--- src/rtl/rng_pkg.sv ---
// Shared types and default sizing for the RNG output buffer.
// Refill-state encoding lives here so other blocks can observe it.
package rng_pkg;

  typedef enum logic [1:0] {
    R_IDLE = 2'd0,
    R_REQ  = 2'd1,
    R_WAIT = 2'd2
  } refill_e;

  localparam int RNG_BLOCK_BITS = 128;
  localparam int RNG_OUT_BITS   = 32;
  localparam int RNG_DEPTH      = 4;
  localparam int RNG_LOW_WATER  = 1;

endpackage

--- src/rtl/rng_block_fifo.sv ---
// Synchronous block FIFO with flush and occupancy count.
// Caller guarantees push only when not full (or with a same-cycle pop).
module rng_block_fifo
  import rng_pkg::*;
#(
  parameter int W     = RNG_BLOCK_BITS,
  parameter int DEPTH = RNG_DEPTH
) (
  input  logic                     clk,
  input  logic                     rst_n,
  input  logic                     push_i,
  input  logic                     pop_i,
  input  logic                     flush_i,
  input  logic [W-1:0]             data_i,
  output logic [W-1:0]             head_o,
  output logic [$clog2(DEPTH):0]   count_o,
  output logic                     full_o
);

  localparam int AW = $clog2(DEPTH);

  logic [W-1:0]  mem [DEPTH];
  logic [AW-1:0] wr_ptr_q, wr_ptr_d;
  logic [AW-1:0] rd_ptr_q, rd_ptr_d;
  logic [AW:0]   cnt_q, cnt_d;

  assign head_o  = mem[rd_ptr_q];
  assign count_o = cnt_q;
  assign full_o  = cnt_q == (AW+1)'(DEPTH);

  // Next pointers and count; flush wins over push and pop.
  always_comb begin
    wr_ptr_d = wr_ptr_q;
    rd_ptr_d = rd_ptr_q;
    cnt_d    = cnt_q;
    if (flush_i) begin
      wr_ptr_d = '0;
      rd_ptr_d = '0;
      cnt_d    = '0;
    end else begin
      if (push_i) wr_ptr_d = wr_ptr_q + 1'b1;
      if (pop_i)  rd_ptr_d = rd_ptr_q + 1'b1;
      unique case ({push_i, pop_i})
        2'b10:   cnt_d = cnt_q + 1'b1;
        2'b01:   cnt_d = cnt_q - 1'b1;
        default: cnt_d = cnt_q;
      endcase
    end
  end

  // Pointer and count registers.
  always_ff @(posedge clk or negedge rst_n) begin
    if (!rst_n) begin
      wr_ptr_q <= '0;
      rd_ptr_q <= '0;
      cnt_q    <= '0;
    end else begin
      wr_ptr_q <= wr_ptr_d;
      rd_ptr_q <= rd_ptr_d;
      cnt_q    <= cnt_d;
    end
  end

  // Block storage; contents are only observed while count is nonzero.
  always_ff @(posedge clk) begin
    if (push_i && !flush_i) mem[wr_ptr_q] <= data_i;
  end

endmodule

--- src/rtl/rng_out_buffer.sv ---
// Buffers DRBG blocks and serializes them LSW-first to the host.
// Requests a refill from the DRBG when occupancy is low.
module rng_out_buffer
  import rng_pkg::*;
#(
  parameter int BLOCK_BITS = RNG_BLOCK_BITS,
  parameter int OUT_BITS   = RNG_OUT_BITS,
  parameter int DEPTH      = RNG_DEPTH,
  parameter int LOW_WATER  = RNG_LOW_WATER
) (
  input  logic                    clk,
  input  logic                    rst_n,
  input  logic                    enable_i,
  input  logic                    blk_valid_i,
  input  logic [BLOCK_BITS-1:0]   blk_data_i,
  input  logic                    drbg_busy_i,
  input  logic                    drbg_done_i,
  output logic                    gen_req_o,
  output logic [15:0]             gen_blocks_o,
  output logic                    out_valid_o,
  output logic [OUT_BITS-1:0]     out_data_o,
  input  logic                    out_ready_i,
  input  logic                    flush_i,
  input  logic                    clr_ovf_i,
  output logic [$clog2(DEPTH):0]  level_o,
  output logic                    overflow_o
);

  localparam int WORDS = BLOCK_BITS / OUT_BITS;
  localparam int WW    = (WORDS > 1) ? $clog2(WORDS) : 1;
  localparam int LW    = $clog2(DEPTH) + 1;
  localparam logic [WW-1:0] W_LAST = WW'(WORDS - 1);

  logic [BLOCK_BITS-1:0] head;
  logic [LW-1:0]         count;
  logic                  full;
  logic                  fire;
  logic                  pop;
  logic                  push;
  logic                  drop;
  logic [WW-1:0]         w_q, w_d;
  logic                  ovf_q, ovf_d;
  refill_e               st_q, st_d;
  logic [OUT_BITS-1:0]   words [WORDS];

  rng_block_fifo #(
    .W     (BLOCK_BITS),
    .DEPTH (DEPTH)
  ) u_fifo (
    .clk     (clk),
    .rst_n   (rst_n),
    .push_i  (push),
    .pop_i   (pop),
    .flush_i (flush_i),
    .data_i  (blk_data_i),
    .head_o  (head),
    .count_o (count),
    .full_o  (full)
  );

  for (genvar i = 0; i < WORDS; i++) begin : g_words
    assign words[i] = head[i*OUT_BITS +: OUT_BITS];
  end

  assign level_o     = count;
  assign overflow_o  = ovf_q;
  assign out_valid_o = count != '0;
  assign out_data_o  = out_valid_o ? words[w_q] : '0;

  assign fire = out_valid_o && out_ready_i;
  assign pop  = fire && (w_q == W_LAST) && !flush_i;
  assign push = blk_valid_i && (!full || pop) && !flush_i;
  assign drop = blk_valid_i && full && !pop && !flush_i;

  // Word index advance and sticky overflow update.
  always_comb begin
    w_d = w_q;
    if (flush_i) begin
      w_d = '0;
    end else if (fire) begin
      w_d = (w_q == W_LAST) ? '0 : w_q + 1'b1;
    end
    ovf_d = ovf_q;
    if (clr_ovf_i) ovf_d = 1'b0;
    if (drop)      ovf_d = 1'b1;
  end

  // Refill sequencer: one generate command, then wait for completion.
  always_comb begin
    st_d         = st_q;
    gen_req_o    = 1'b0;
    gen_blocks_o = '0;
    unique case (st_q)
      R_IDLE: begin
        if (enable_i && count <= LW'(LOW_WATER) && !drbg_busy_i)
          st_d = R_REQ;
      end
      R_REQ: begin
        gen_req_o    = 1'b1;
        gen_blocks_o = 16'(DEPTH) - 16'(count);
        st_d         = R_WAIT;
      end
      R_WAIT: begin
        if (drbg_done_i) st_d = R_IDLE;
      end
      default: st_d = R_IDLE;
    endcase
  end

  // State registers.
  always_ff @(posedge clk or negedge rst_n) begin
    if (!rst_n) begin
      w_q   <= '0;
      ovf_q <= 1'b0;
      st_q  <= R_IDLE;
    end else begin
      w_q   <= w_d;
      ovf_q <= ovf_d;
      st_q  <= st_d;
    end
  end

endmodule
--- config.mk ---
export PLATFORM = sky130hd
export DESIGN_NAME = rng_out_buffer
export DESIGN_NICKNAME = d
export VERILOG_FILES = /design/src/rtl/rng_pkg.sv /design/src/rtl/rng_block_fifo.sv /design/src/rtl/rng_out_buffer.sv
export SDC_FILE = /design/constraint.sdc
export NUM_CORES = 1
export LEC_CHECK = 0
export ABC_AREA = 1
export BUFFER_PORTS_ARGS = -buffer_cell sky130_fd_sc_hd__buf_2
export CORE_ASPECT_RATIO = 1.5
export CORE_MARGIN = 2
export CORE_UTILIZATION = 40
export CTS_CLUSTER_DIAMETER = 150
export DETAILED_ROUTE_END_ITERATION = 7
export PLACE_DENSITY = 0.69
export SLEW_MARGIN = 0
export SYNTH_ARGS = -nofsm -noshare
export SYNTH_HDL_FRONTEND = slang
export SYNTH_SLANG_ARGS = --single-unit
--- constraint.sdc ---
create_clock -name clk -period 24.5 [get_ports clk]
set_clock_uncertainty 0.2 [all_clocks]
set_input_delay 1.225 -clock clk [delete_from_list [all_inputs] [get_ports clk]]
set_output_delay 1.225 -clock clk [all_outputs]
set_load 0.02 [all_outputs]
After elaboration in Yosys (flattened, before gate mapping)

Memory sizes are Yosys's and may differ from the RTL's.
Cells that the tools add are included.

Add/sub/neg operators: 6
$mul: 0
Divide/modulo/power cells: 0
Magnitude comparators: 2
Eq/ne operators: 8
Shifts and indexed selects: 0
Multiplexer cells: 22
Bitwise gates (word level): 1
Reduce and logical (&&, ||, !) cells: 24

Operators with widths:

| cell                                                                             | number |
|---|---|
| 32-bit two-way mux                                                               | 3 |
| 32-bit binary-select mux with 2-bit select                                       | 1 |
| 2-bit two-way mux                                                                | 9 |
| 16-bit two-way mux                                                               | 1 |
| 1-bit logical AND                                                                | 11 |
| 2-bit nonzero test                                                               | 4 |
| 2-bit by 1-bit adder with 2-bit output, second input constant                    | 3 |
| 2-bit == test, second input constant                                             | 3 |
| 2-bit one-hot mux with 3 select lines                                            | 1 |
| 3-bit one-hot mux with 2 select lines                                            | 1 |
| 3-bit nonzero test                                                               | 2 |
| 1-bit two-way mux                                                                | 5 |
| 2-bit by 1-bit == test with 1-bit output, second input constant                  | 2 |
| 1-bit zero test                                                                  | 4 |
| 2-bit != test, second input constant                                             | 2 |
| 3-bit by 3-bit subtractor with 4-bit output, first input constant                | 1 |
| 3-bit by 1-bit adder with 3-bit output, second input constant                    | 1 |
| 3-bit == test, second input constant                                             | 1 |
| 3-bit >= comparator, second input constant                                       | 1 |
| 3-bit by 1-bit less-or-equal comparator with 1-bit output, second input constant | 1 |
| 3-bit two-way mux                                                                | 1 |
| 2-bit NOT with 3-bit output                                                      | 1 |
| 3-bit by 1-bit subtractor with 3-bit output, second input constant               | 1 |
| 2-bit zero test                                                                  | 1 |
| 2 further kinds                                                                  | 2 |

Flip-flop bits (word level): 12
Latch bits: 0
RAM bits: 512
Bits in read-only memories: 0
Bits of input ports: 137
Output and inout port bits: 54
Word-level logic and storage cells: 70
Memories kept: 1

Memories:

| memory     | depth | bits a word | read ports | clocked after memory_dff | wr ports | line                 | text |
|---|---|---|---|---|---|---|---|
| u_fifo.mem | 4     | 128         | 1          | 0                        | 1        | rng_block_fifo.sv:22 | `logic [W-1:0] mem [DEPTH];` |

Longest topological paths before layout

Depth after elaboration: 10
Gate-level depth with buffers: 12
Gate-level depth less buffers: 11

Modules after synthesis

Synthesis repeated with hierarchy kept, for this count alone.

Cell total of the unflattened synthesis: 1735
Area total of the unflattened synthesis: 21361.7 sq um

By module, submodules not included:

| module         | times used | cells each | area an instance (sq um) | seq. area each (sq um) |
|---|---|---|---|---|
| rng_block_fifo | 1          | 1297       | 19343.6                  | 15549.9 |
| rng_out_buffer | 1          | 438        | 2018.2                   | 125.1 |

Worst setup path after synthesis

Ideal clock, no wire load.

Path kind: flip-flop to flip-flop
From: register u_fifo.cnt_q[0] (netlist: u_fifo.count_o[0])
To: memory u_fifo.mem[0][0] (netlist bit) (enable)
Library setup time: 0.617 ns
Data arrival time: 7.144 ns
Data required time: 23.683 ns
Slack: 16.538 ns
Stages on the path, launching flop included: 12
Path buffers: 1
Period minus slack after synthesis: 7.962 ns
Cells stage by stage: dfrtp_1 inv_1 ha_1 ha_1 buf_6 inv_2 nand2_1 nor2_1 nand2_1 nand2_1 nand3_1 nor2_1

Word-level cells in the longest chain between the ends: 10
Elaborated cells between the ends (all ways): 12
Those cells by class: eq/ne (1); mux (2); reduce/logical (9)

Ends and longest elaborated chain:

| item                                    | line                 | text |
|---|---|---|
| start: declaration                      | rng_block_fifo.sv:25 | `logic [AW:0] cnt_q, cnt_d;` |
| start signal: assignment                | rng_block_fifo.sv:60 | `cnt_q <= cnt_d;` |
| 3-bit nonzero test                      | rng_out_buffer.sv:67 | `assign out_valid_o = count != '0;` |
| named net out_valid_o                   | rng_out_buffer.sv:20 | `output logic out_valid_o,` |
| 1-bit logical AND                       | rng_out_buffer.sv:70 | `assign fire = out_valid_o && out_ready_i;` |
| 1-bit logical AND (2 in series)         | rng_out_buffer.sv:71 | `assign pop = fire && (w_q == W_LAST) && !flush_i;` |
| 1-bit logical OR                        | rng_out_buffer.sv:72 | `assign push = blk_valid_i && (!full \|\| pop) && !flush_i;` |
| 1-bit logical AND (2 in series)         | rng_out_buffer.sv:72 |  |
| 1-bit logical AND                       | rng_block_fifo.sv:66 | `if (push_i && !flush_i) mem[wr_ptr_q] <= data_i;` |
| 1-bit two-way mux                       | rng_block_fifo.sv:66 |  |
| 1-bit two-way mux (not written as such) | rng_block_fifo.sv:66 |  |
| end: declaration                        | rng_block_fifo.sv:22 |  |

The timed path passes the listed nets, and every way through them passes these cells.

Final worst setup path

From: register u_fifo.rd_ptr_q[1]
To: output out_data_o[14]

Word-level cells in the longest chain between the ends: 5

Ends and longest elaborated chain:

| item                                                   | line                 | text |
|---|---|---|
| start: declaration                                     | rng_block_fifo.sv:24 | `logic [AW-1:0] rd_ptr_q, rd_ptr_d;` |
| start signal: assignment                               | rng_block_fifo.sv:59 | `rd_ptr_q <= rd_ptr_d;` |
| memory read 4 x 128 bit                                | n/a                  |  |
| 32-bit binary-select mux with 2-bit select             | rng_out_buffer.sv:68 | `assign out_data_o = out_valid_o ? words[w_q] : '0;` |
| 32-bit two-way mux (not written as such) (2 in series) | rng_out_buffer.sv:68 |  |
| 32-bit two-way mux                                     | rng_out_buffer.sv:68 |  |
| end: declaration                                       | rng_out_buffer.sv:21 | `output logic [OUT_BITS-1:0] out_data_o,` |

Every way passes these cells. The select of a mux whose other input is x is not followed.

==> summary.md <==
| Metric | Value |
|---|---|
| Outcome | `finished, final reports clean` |
| DRC | `0` |
| Crit path max-delay cell type | `buf_4` |
| Final HPWL DP | `32820 um` |
| CTS Root Cell | `clkbuf_16` |
| Buffers & Inverters on Critical Path | `3` |
| Hold_ws | `0.2338 ns` |
| Slew margin rel. | `15.07%` |
| Period minus WS final | `5.535 ns` |
| Vias | `15309` |
| Leakage | `10.60 nW` |
| # setup viols final | `0` |
| I/O Buffers | `190` |
| Largest net degree at the start of global routing | `221` |
| Vias per cell | `5.100` |
| Warnings from Yosys | `0` |
| Final hold viol count | `0` |
| Num ports | `191` |
| Post-route insts no fill | `3002` |
| Cells after Synth | `2112` |
| Most frequent CP cell | `nand3_1` |
| Kind of critical path | `reg2out` |
| Peak VDD IR | `0.05410 mV` |
| Tot GR Track Use | `19.12%` |
| Row count | `106` |
| Placed Instances | `2896` |
| Synth Area in Compound Gates | `1.062%` |
| Register area share after synthesis | `69.69%` |
| Post-route ant nets | `0` |
| Worst EP required | `23.07 ns` |
| Die X | `197.6 um` |
| Fin. max-slew vios | `0` |
| Area grow syn2layout | `12.80%` |
| # fillers | `4967` |
| CP endpoint kind | `output pin` |
| Syn nets | `2260` |
| Max Fclk | `180.7 MHz` |
| Core Area | `55700 um2` |
| Initial Utilization | `40.38%` |
| CTS clk-pin slew, worst paths | `0.07 ns` |
| Die Height | `294.4 um` |
| Most common cell after layout, fill and taps aside | `nand2_1` |
| Adder-cell share of the synthesized area | `0.6119%` |
| First-pass GRT wire length | `84880 um` |
| DR pass1 iterations | `7` |
| RSZ-0062 raised after global routing | `false` |
| PwrDens | `80.89 nW/um2` |
| Final GP Congestion | `0.8143` |
| Clock Latency Late Sink | `0.56 ns` |
| Post-synth cell types | `23` |
| Final WL | `56250 um` |
| Mean Syn Cell Area | `10.65 um2` |
| Final worst path period share | `22.59%` |
| Simple-gate portion of the synthesized area | `20.65%` |
| Tightest Pin Transition | `1.274 ns` |
| Post-CTS Setup Inserts | `0` |
| Antenna violations before repair | `36` |
| Htree depth | `2` |
| Yosys reg bits | `524` |
| Commonest non-fill, non-tap cells in the layout | `nand2_1, edfxtp_1, nand3_1` |
| Area taken by multi-input logic gates | `5071 um2` |
| Gates resized, CTS repair | `0` |
| Startpoint types | `register` |
| Worst-path maximum fanout | `84` |
| Layout cells sized above 1 | `12.59%` |
| Global route overflow | `0` |
| CP Data Arrival Time | `4.11 ns` |
| Max-Cap Viols | `0` |
| Min-delay worst type | `reg2reg` |
| Largest family of logic cells by synthesized area | `simple AND/OR/NAND/NOR gates` |
| Mux contribution to synthesized area | `0%` |
| Slowest stage delay, CP | `0.92 ns` |
| Initial DRC Count | `1375` |
| CTS tree | `built` |
| Cts bufs inserted | `46` |
| Clock Sink Count | `524` |
| Layout net count | `2390` |
| Longest Clk Path Bufs | `3` |
| Setup TNS | `0 ns` |
| Routed wire per std cell | `18.74 um` |
| Seq. cell area | `15690 um2` |
| CP cell instances | `inv_4, buf_4, nand3_1, nand3_1, nand3_1, a21oi_1, buf_2` |
| Layout Utilization | `45.55%` |
| Hold_buf cts | `0` |
| Vias in the first global route | `15221` |
| Mapped Area | `22490 um2` |
| Delay-heaviest family, CP | `buffers and inverters` |
| XOR/XNOR share of the synthesized area | `0.07787%` |
| Die area | `58190 um2` |
[kinds of logic (layout without fill, tap and decap cells)]
logic type,after synthesis,count (layout)
and+or+nand+nor,1125,1125
DFF,524,524
buffers and inverters,403,570
AOI/OAI and AO/OA,47,47
adders and majority gates,11,11
xor gates and xnor gates,2,2
other,0,21
[Yosys cell counts, drive strengths merged]
cell type	n	area, um2
nand2	784	2943
edfxtp	512	15370
nand3	326	1632
inv	280	1054
buf	101	644.4
a21oi	36	180.2
clkbuf	22	82.58
dfrtp	12	300.3
ha	11	137.6
nor2	9	33.78
o21ai	9	45.04
nand4	3	18.77
nor3	2	10.01
xnor2	2	17.52
a211oi	1	7.510
nand3b	1	7.510
o22ai	1	6.260
[power by group]
| part | switching [mW] | leakage, nW | internal [mW] |
|---|---|---|---|
| registers | 0.0105 | 4.80 | 1.02 |
| clock network | 0.323 | 0.742 | 0.420 |
| logic | 0.202 | 5.06 | 0.0743 |
[state kept, by name (all words and copies together) (netlist names)]
register	count
w_q	2
u_fifo.wr_ptr_q	2
u_fifo.count_o	3
overflow_o	1
u_fifo.mem	512
st_q	2
u_fifo.rd_ptr_q	2
[area by class of cell]
| cell class | instances | area share [%] |
|---|---|---|
| Sequential cell | 524 | 61.83 |
| Timing Repair Buffer | 205 | 4.241 |
| Antenna cell | 21 | 0.2071 |
| Inverter | 280 | 4.187 |
| Clock buffer | 57 | 4.783 |
| Clock inverter | 28 | 1.307 |
| Tap cell | 702 | 3.462 |
| Multi-Input combinational cell | 1185 | 19.99 |
[final timing paths]
check                                        start                 end  slack [ns]  cells after the start
min in group asynchronous                    rst_n             st_q[1]        0.34                      1
worst min-delay path                       st_q[0]             st_q[0]        0.23                      1
worst max-delay path            u_fifo.rd_ptr_q[1]      out_data_o[14]       18.96                      7
worst max register to register   u_fifo.count_o[0]   u_fifo.mem[3][43]       19.51                     12
max in group asynchronous                    rst_n  u_fifo.rd_ptr_q[0]       23.50                      1
worst min register to register             st_q[0]             st_q[0]        0.23                      1
[metal layers]
metal	GRT usage (%)	vias to the layer above	wire [um]
met5	0	-	203
met4	8.601	32	1667
met3	4.200	127	4171
met2	32.48	537	27920
met1	23.27	7426	22290
li1	-	7187	-
[stage by stage]
stage / power, mW / area (um2) / worst slack [ns]
after floorplan: 1.216 / 22490 / 16.54
after global routing: 2.120 / 25340 / 18.81
after global placement: 1.322 / 23780 / 19.51
final: 2.052 / 25370 / 18.96
after detailed placement: 1.329 / 23780 / 19.46
after CTS: 2.064 / 25320 / 19.00
Note: power is estimated with default switching activity, not from simulation.
